==> config.mk <==
export PLATFORM = sky130hd
export DESIGN_NAME = alu_mc_flat
export DESIGN_NICKNAME = d
export VERILOG_FILES = /design/src/rtl/alu_pkg.sv /design/src/rtl/alu_mc_if.sv /design/src/rtl/alu_mc_mul_iter.sv /design/src/rtl/alu_mc.sv /design/src/flat_wrapper.sv
export SDC_FILE = /design/constraint.sdc
export NUM_CORES = 1
export LEC_CHECK = 0
export ABC_AREA = 1
export BUFFER_PORTS_ARGS = -buffer_cell sky130_fd_sc_hd__buf_4
export CAP_MARGIN = 10
export CELL_PAD_IN_SITES_DETAIL_PLACEMENT = 1
export CELL_PAD_IN_SITES_GLOBAL_PLACEMENT = 1
export CORE_ASPECT_RATIO = 1.4
export CORE_MARGIN = 2
export CORE_UTILIZATION = 30
export CTS_BUF_LIST = sky130_fd_sc_hd__clkbuf_16
export DETAILED_ROUTE_END_ITERATION = 10
export PLACE_DENSITY = 0.76
export SKIP_LAST_GASP = 1
export SLEW_MARGIN = 5
export SYNTH_ARGS = -nofsm -noshare
export SYNTH_HDL_FRONTEND = slang
export SYNTH_HIERARCHICAL = 1
export SYNTH_SLANG_ARGS = --single-unit
export TNS_END_PERCENT = 1
==> constraint.sdc <==
create_clock -name clk -period 2.4 [get_ports clk]
set_clock_uncertainty 0.2 [all_clocks]
set_input_delay 0.24 -clock clk [delete_from_list [all_inputs] [get_ports clk]]
set_output_delay 0.24 -clock clk [all_outputs]
set_load 0.005 [all_outputs]
==> src/rtl/alu_pkg.sv <==
// Shared types for the multi-cycle ALU: op codes, controller states and flag bit positions.
package alu_pkg;

  typedef enum logic [2:0] {
    OP_ADD = 3'b000,
    OP_SUB = 3'b001,
    OP_AND = 3'b010,
    OP_ORR = 3'b011,
    OP_EOR = 3'b100,
    OP_BIC = 3'b101,
    OP_MOV = 3'b110,
    OP_MUL = 3'b111
  } alu_op_t;

  typedef enum logic [1:0] {
    IDLE = 2'b00,
    MUL  = 2'b01,
    DONE = 2'b10
  } alu_state_t;

  localparam int FLAG_N = 3;
  localparam int FLAG_Z = 2;
  localparam int FLAG_C = 1;
  localparam int FLAG_V = 0;

endpackage

==> src/rtl/alu_mc_if.sv <==
// Request/response bundle between the datapath controller (master) and alu_mc (slave).
interface alu_mc_if #(
  parameter int N = 32
);
  logic         start;
  logic [N-1:0] a;
  logic [N-1:0] b;
  logic [2:0]   ALUControl;
  logic         busy;
  logic         done;
  logic [N-1:0] Result;
  logic [3:0]   ALUFlags;

  modport master (
    output start, a, b, ALUControl,
    input  busy, done, Result, ALUFlags
  );

  modport slave (
    input  start, a, b, ALUControl,
    output busy, done, Result, ALUFlags
  );
endinterface

==> src/rtl/alu_mc_mul_iter.sv <==
// Iterative shift-add multiplier: one multiplier bit per step, finishing early once the
// remaining multiplier bits are all zero.
module mul_iter #(
  parameter int N = 32
) (
  input  logic         clk,
  input  logic         reset,
  input  logic         load,
  input  logic         step,
  input  logic [N-1:0] a,
  input  logic [N-1:0] b,
  output logic         finished,
  output logic [N-1:0] product
);
  localparam int CNTW = $clog2(N) + 1;

  logic [N-1:0]    mcand_q, mcand_d;
  logic [N-1:0]    mplier_q, mplier_d;
  logic [N-1:0]    acc_q, acc_d;
  logic [CNTW-1:0] cnt_q, cnt_d;
  logic [N-1:0]    acc_sum_s;
  logic [N-1:0]    mplier_shr_s;

  assign acc_sum_s    = acc_q + (mplier_q[0] ? mcand_q : {N{1'b0}});
  assign mplier_shr_s = mplier_q >> 1;
  // The product is taken from the sum of the current step so the final step needs no extra cycle.
  assign product      = acc_sum_s;
  assign finished     = step && ((cnt_q == CNTW'(1)) || (mplier_shr_s == {N{1'b0}}));

  // Next-state for the operand, accumulator and iteration registers.
  always_comb begin
    mcand_d  = mcand_q;
    mplier_d = mplier_q;
    acc_d    = acc_q;
    cnt_d    = cnt_q;
    if (load) begin
      mcand_d  = a;
      mplier_d = b;
      acc_d    = {N{1'b0}};
      cnt_d    = CNTW'(N);
    end else if (step) begin
      mcand_d  = mcand_q << 1;
      mplier_d = mplier_shr_s;
      acc_d    = acc_sum_s;
      cnt_d    = cnt_q - CNTW'(1);
    end else begin
      cnt_d    = cnt_q;
    end
  end

  // Multiplier state registers.
  always_ff @(posedge clk) begin
    if (reset) begin
      mcand_q  <= {N{1'b0}};
      mplier_q <= {N{1'b0}};
      acc_q    <= {N{1'b0}};
      cnt_q    <= {CNTW{1'b0}};
    end else begin
      mcand_q  <= mcand_d;
      mplier_q <= mplier_d;
      acc_q    <= acc_d;
      cnt_q    <= cnt_d;
    end
  end
endmodule

==> src/rtl/alu_mc.sv <==
// Multi-cycle ALU with start/done handshake, registered Result and NZCV flags.
// Define ALU_MUL_EN to build the iterative multiplier; otherwise op 111 returns 0 in one cycle.
module alu_mc
  import alu_pkg::*;
#(
  parameter int N = 32
) (
  input  logic     clk,
  input  logic     reset,
  alu_mc_if.slave  bus
);
  alu_state_t   state_q, state_d;
  logic         busy_q, busy_d;
  logic         done_q, done_d;
  logic [N-1:0] result_q, result_d;
  logic [3:0]   flags_q, flags_d;

  alu_op_t      op_s;
  logic [N:0]   sum_s;
  logic [N-1:0] alu_res_s;
  logic         alu_c_s;
  logic         alu_v_s;
  logic         mul_go_s;
  logic         mul_fin_s;
  logic [N-1:0] mul_prod_s;

  function automatic logic [3:0] make_flags(input logic [N-1:0] res, input logic c, input logic v);
    logic [3:0] f;
    f         = 4'b0000;
    f[FLAG_N] = res[N-1];
    f[FLAG_Z] = (res == {N{1'b0}});
    f[FLAG_C] = c;
    f[FLAG_V] = v;
    return f;
  endfunction

  assign op_s = alu_op_t'(bus.ALUControl);

`ifdef ALU_MUL_EN
  logic mul_load_s;
  logic mul_step_s;

  assign mul_go_s   = (op_s == OP_MUL);
  assign mul_load_s = (state_q == IDLE) && bus.start && mul_go_s;
  assign mul_step_s = (state_q == MUL);

  mul_iter #(.N(N)) u_mul_iter (
    .clk      (clk),
    .reset    (reset),
    .load     (mul_load_s),
    .step     (mul_step_s),
    .a        (bus.a),
    .b        (bus.b),
    .finished (mul_fin_s),
    .product  (mul_prod_s)
  );
`else
  assign mul_go_s   = 1'b0;
  assign mul_fin_s  = 1'b0;
  assign mul_prod_s = {N{1'b0}};
`endif

  // Single-cycle ops; SUB is a + ~b + 1 so C is the no-borrow carry.
  always_comb begin
    sum_s     = {(N+1){1'b0}};
    alu_res_s = {N{1'b0}};
    alu_c_s   = 1'b0;
    alu_v_s   = 1'b0;
    case (op_s)
      OP_ADD: begin
        sum_s     = {1'b0, bus.a} + {1'b0, bus.b};
        alu_res_s = sum_s[N-1:0];
        alu_c_s   = sum_s[N];
        alu_v_s   = (bus.a[N-1] == bus.b[N-1]) && (sum_s[N-1] != bus.a[N-1]);
      end
      OP_SUB: begin
        sum_s     = {1'b0, bus.a} + {1'b0, ~bus.b} + {{N{1'b0}}, 1'b1};
        alu_res_s = sum_s[N-1:0];
        alu_c_s   = sum_s[N];
        alu_v_s   = (bus.a[N-1] != bus.b[N-1]) && (sum_s[N-1] != bus.a[N-1]);
      end
      OP_AND:  alu_res_s = bus.a & bus.b;
      OP_ORR:  alu_res_s = bus.a | bus.b;
      OP_EOR:  alu_res_s = bus.a ^ bus.b;
      OP_BIC:  alu_res_s = bus.a & ~bus.b;
      OP_MOV:  alu_res_s = bus.b;
      default: alu_res_s = {N{1'b0}};
    endcase
  end

  // Controller next-state; Result/flags only move on the transition into DONE.
  always_comb begin
    state_d  = state_q;
    busy_d   = busy_q;
    done_d   = 1'b0;
    result_d = result_q;
    flags_d  = flags_q;
    case (state_q)
      IDLE: begin
        if (bus.start && mul_go_s) begin
          state_d = MUL;
          busy_d  = 1'b1;
        end else if (bus.start) begin
          state_d  = DONE;
          busy_d   = 1'b1;
          done_d   = 1'b1;
          result_d = alu_res_s;
          flags_d  = make_flags(alu_res_s, alu_c_s, alu_v_s);
        end else begin
          state_d = IDLE;
          busy_d  = 1'b0;
        end
      end
      MUL: begin
        if (mul_fin_s) begin
          state_d  = DONE;
          done_d   = 1'b1;
          result_d = mul_prod_s;
          flags_d  = make_flags(mul_prod_s, 1'b0, 1'b0);
        end else begin
          state_d = MUL;
        end
      end
      DONE: begin
        state_d = IDLE;
        busy_d  = 1'b0;
      end
      default: begin
        state_d = IDLE;
        busy_d  = 1'b0;
      end
    endcase
  end

  // Controller state and registered outputs.
  always_ff @(posedge clk) begin
    if (reset) begin
      state_q  <= IDLE;
      busy_q   <= 1'b0;
      done_q   <= 1'b0;
      result_q <= {N{1'b0}};
      flags_q  <= 4'b0000;
    end else begin
      state_q  <= state_d;
      busy_q   <= busy_d;
      done_q   <= done_d;
      result_q <= result_d;
      flags_q  <= flags_d;
    end
  end

  assign bus.busy     = busy_q;
  assign bus.done     = done_q;
  assign bus.Result   = result_q;
  assign bus.ALUFlags = flags_q;
endmodule

==> src/flat_wrapper.sv <==
// flat-port wrapper written by rule: the top's interface ports become plain ports
module alu_mc_flat import alu_pkg::*;
#(
  parameter int N = 32
)
  (clk, reset, bus_start, bus_a, bus_b, bus_ALUControl, bus_busy, bus_done, bus_Result, bus_ALUFlags);
  alu_mc_if #(.N(N)) bus_i ();
  input  logic clk;
  input  logic reset;
  input wire logic [$bits(bus_i.start)-1:0] bus_start;
  input wire logic [$bits(bus_i.a)-1:0] bus_a;
  input wire logic [$bits(bus_i.b)-1:0] bus_b;
  input wire logic [$bits(bus_i.ALUControl)-1:0] bus_ALUControl;
  output wire logic [$bits(bus_i.busy)-1:0] bus_busy;
  output wire logic [$bits(bus_i.done)-1:0] bus_done;
  output wire logic [$bits(bus_i.Result)-1:0] bus_Result;
  output wire logic [$bits(bus_i.ALUFlags)-1:0] bus_ALUFlags;
  assign bus_i.start = bus_start;
  assign bus_i.a = bus_a;
  assign bus_i.b = bus_b;
  assign bus_i.ALUControl = bus_ALUControl;
  assign bus_busy = bus_i.busy;
  assign bus_done = bus_i.done;
  assign bus_Result = bus_i.Result;
  assign bus_ALUFlags = bus_i.ALUFlags;
  alu_mc #(.N(N)) u_core (.clk(clk), .reset(reset), .bus(bus_i));
endmodule
==> impl_metrics.toml <==
[cells_and_area]
final-seq-area_um2 = 781
drive_gt1_share_pct = 46.3
syn_to_final_growth_pct = 76.1
final_core_util_pct = 53.9
nNetsFinal = 2288
multi_input_area_mm2 = 0.00798
final_area_mm2 = 0.0149
n_fill_cell = 3779

[die]
start_util_pct = 30.6
pin_count = 108
fp.dieArea_mm2 = 0.0297
chipHeight_um = 203
core_area_mm2 = 0.0277
dieWidth_um = 146
num_rows = 72

[setup_path]
path_delay_family = "simple AND/OR/NAND/NOR gates"
slowest_stage = "nand3b_1"
cp_cell_sequence = "buf_4, inv_2, buf_4, ha_4, nand2_1, nand2_1, nand2_2, nand3b_1, buf_4, or2_4, nand2_2, nand3_4, nor2_2, nand4_1, nor2_2, nand2_1, nor2_2, nand2_2, a21oi_2"
worst_setup_path_end_kind = "flip-flop"
crit_buf_inv = 4
rrSetupSlack_ns = -0.09
r2r_cells = 9
cp-start-kind = "input pin"
path_class = "in -> reg"
crit_fanout = 4
crit_cells = 19
worstPathRequired_ns = 2.41
worst_ep_arrival_time_ns = 3.05
critical-path-max-stage-delay_ns = 0.27

[sta]
worst_pin_slew_ns = 0.610
setup_viol = 26
setup_ws_ns = -0.642
finalSetupTns_ns = -6.27
finalMaxSlewViolations = 0
fmax_mhz = 329
finalCriticalPeriod_ns = 3.04
relSlewSlack_pct = 59.3
rsz0062_at_grt = "yes"
finalHoldWorstSlack_ns = 0.150
hold_violations = 0
layout_worst_path_cycle_share_pct = 127

[routing]
drc = 0
ant_nets = 0
post_drt_wl_per_cell_um = 24.9
vias = 14100
first_pass_iters = 7
viasPerCell = 5.68
wl_um = 61800
drtIter0Drc = 1050

[global_routing]
grt_usage_pct = 33.8
antenna_found_initial = 1
grt_overflow = 0
grt_pass1_wl_um = 79100
grt_pass1_vias = 14900
grt_start_max_net_pins = 26

[power]
clock_power_share_pct = 14.1
power_frac_comb_pct = 72.3
p_int_mw = 2.85
swShare_pct = 48.2
p_sw_mw = 2.66
p_leak_nw = 8.06
pwr-share-seq_pct = 13.6
ir_worst_vdd_mv = 0.243
p_total_mw = 5.51
power.density_mw_per_mm2 = 369

[synth]
synth-adder-area-share_pct = 15.4
syn_nets = 1782
synth_xor_area_share_pct = 0.722
synth_simple_gate_area_share_pct = 43.1
synth-compound-area-share_pct = 14.1
avgSynthCellArea_um2 = 5.27
yosysUniqueCellTypes = 36
synthMuxAreaShare_pct = 0
yosysWarnings = 6
synth-seq-cells = 39
syn-cell-area_mm2 = 0.00849
synth_top_family_by_area = "simple AND/OR/NAND/NOR gates"
synth_cells = 1609
yosysSeqAreaShare_pct = 9.20

[run_status]
violations = "negative setup slack"
outcome = "finished, violations left"

[cts]
clkSlewWorstSetupHoldPaths_ns = 0.07
numCtsBuffers = 5
cts_max_level = 2
cts_tree = "done"
cts-root-buf = "clkbuf_16"
clk_latency_ns = 0.28
clockBufferDepth = 2
cts_sinks = 39

[placement]
postPlaceCellArea_mm2 = 0.0124
globalplace.congestion = 0.980
dp_hpwl_um = 37700
port_buffers = 107

[flow_run]
maxCapViolations = 0

[worst_hold_path]
hold_path.class = "in -> reg"
min_path_cells = 2
==> logic make-up after synthesis <==
kind of cell,after synthesis
AOI/OAI and AO/OA,205
xor gates and xnor gates,7
adders and majority gates,103
buffers and inverters,365
DFF,39
and+or+nand+nor,890
==> cells in the final DEF (no fill, tap or decap), types with 10 or more instances in the layout <==
cell type  count
a21oi_2       24
ha_2          11
nor2_1       137
buf_4        523
nor2_4        34
o211ai_1      13
nand4_1       18
inv_2         60
inv_4         10
nand3_1      110
nand2_1      342
a21oi_4       10
a21oi_1       53
ha_4          32
inv_1        237
nor2_2        38
dfxtp_1       39
nor3_1        16
nand2_4       26
ha_1          58
nand3_2       36
o21ai_0       42
nand2_2      111
o22ai_1       21
buf_6         24
==> flip-flops by register name, indices dropped and copies added, names as in the netlist <==
name	cells
u_core/bus.done	1
u_core/bus.busy	1
u_core/bus.Result	32
u_core/bus.ALUFlags	3
u_core/state_q	2
==> metrics by stage <==
stage | std cells | setup WS [ns]
floorplan | 1609 | 0.100
global placement | 2417 | -0.598
detailed placement | 2417 | -0.662
CTS | 2468 | -0.115
global route | 2486 | -0.684
finish | 2487 | -0.642
==> area by class of cell <==
cell class	instances	share of cell area [%]
diodes	1	0.0167
clock buffers	5	0.837
clock inverters	3	0.259
inverters	307	7.88
multi-input cells	1205	53.4
flip-flops and latches	39	5.22
well taps	370	3.10
repair buffers	557	29.3
==> worst paths after layout <==
path / startpoint / end
hold / removal: reset / u_core/bus.done
hold reg to reg: u_core/state_q[1] / u_core/state_q[0]
setup / recovery: bus_b[1] / u_core/bus.ALUFlags[2]
setup reg to reg: u_core/state_q[0] / u_core/bus.Result[31]
==> routing by layer <==
layer	part of all wire (%)	up-vias	GRT usage, %
met4	12	2	30.5
met2	48	853	63.6
met1	33	6725	32.2
li1	-	6050	-
met3	7.0	486	3.37
met5	0.016	-	0
==> cell usage after synthesis <==
cell      number  share of area (%)
o21ai_0       51                3.0
nor3_1        22                1.3
a221oi_1      10                1.0
buf_4         14                1.2
o21bai_1      11               0.97
nand2_1      478                 21
nor4_1         1              0.074
clkbuf_2       2               0.12
nor2_1       208                9.2
nand4_1       18                1.3
o221ai_1       5               0.52
buf_1          4               0.18
inv_1        299                 13
xor2_1         7               0.72
o22ai_1       21                1.5
buf_6          4               0.53
and2_1         2               0.15
a21boi_0       1              0.088
o211ai_1      13                1.1
nand3_2        3               0.35
o21a_1         1              0.088
clkbuf_1       8               0.35
a21oi_2        1               0.10
or2_2          4               0.29
ha_1         101                 15
a311oi_1       3               0.31
a211oi_1       2               0.18
inv_2          8               0.35
nand2_4        1               0.13
nand3_1      148                8.7
a21oi_1       86                5.1
dfxtp_1       39                9.2
nand3b_1       4               0.35
buf_2         26                1.5
nor2_2         1              0.074
fa_1           2               0.47
==> repair_timing <==
item	CTS	global route
gates resized for setup	356	187
setup endpoints to repair	21	24
pin swaps	99	90
setup buffers	43	18
hold buffers	0	0
==> power groups by stage <==
stage / Sequential [mW] / Clock [mW] / Combinational [mW]
CTS: 0.739 / 0.749 / 3.32
global route: 0.752 / 0.808 / 4.14
floorplan: 0.746 / 0 / 1.24
global placement: 0.751 / 0 / 2.71
detailed placement: 0.751 / 0 / 2.80
finish: 0.749 / 0.777 / 3.98
==> worst reg2reg max path, stage by stage, from the launching register on <==
cell     delay, ns
dfxtp_1       0.32
nor2_1        0.11
nand2_1       0.11
buf_4         0.25
inv_2         0.42
buf_4         0.37
nor2_1        0.10
nor2_1        0.12
o21ai_0       0.13
inv_1         0.26
Power figures use the tool's default switching activity.
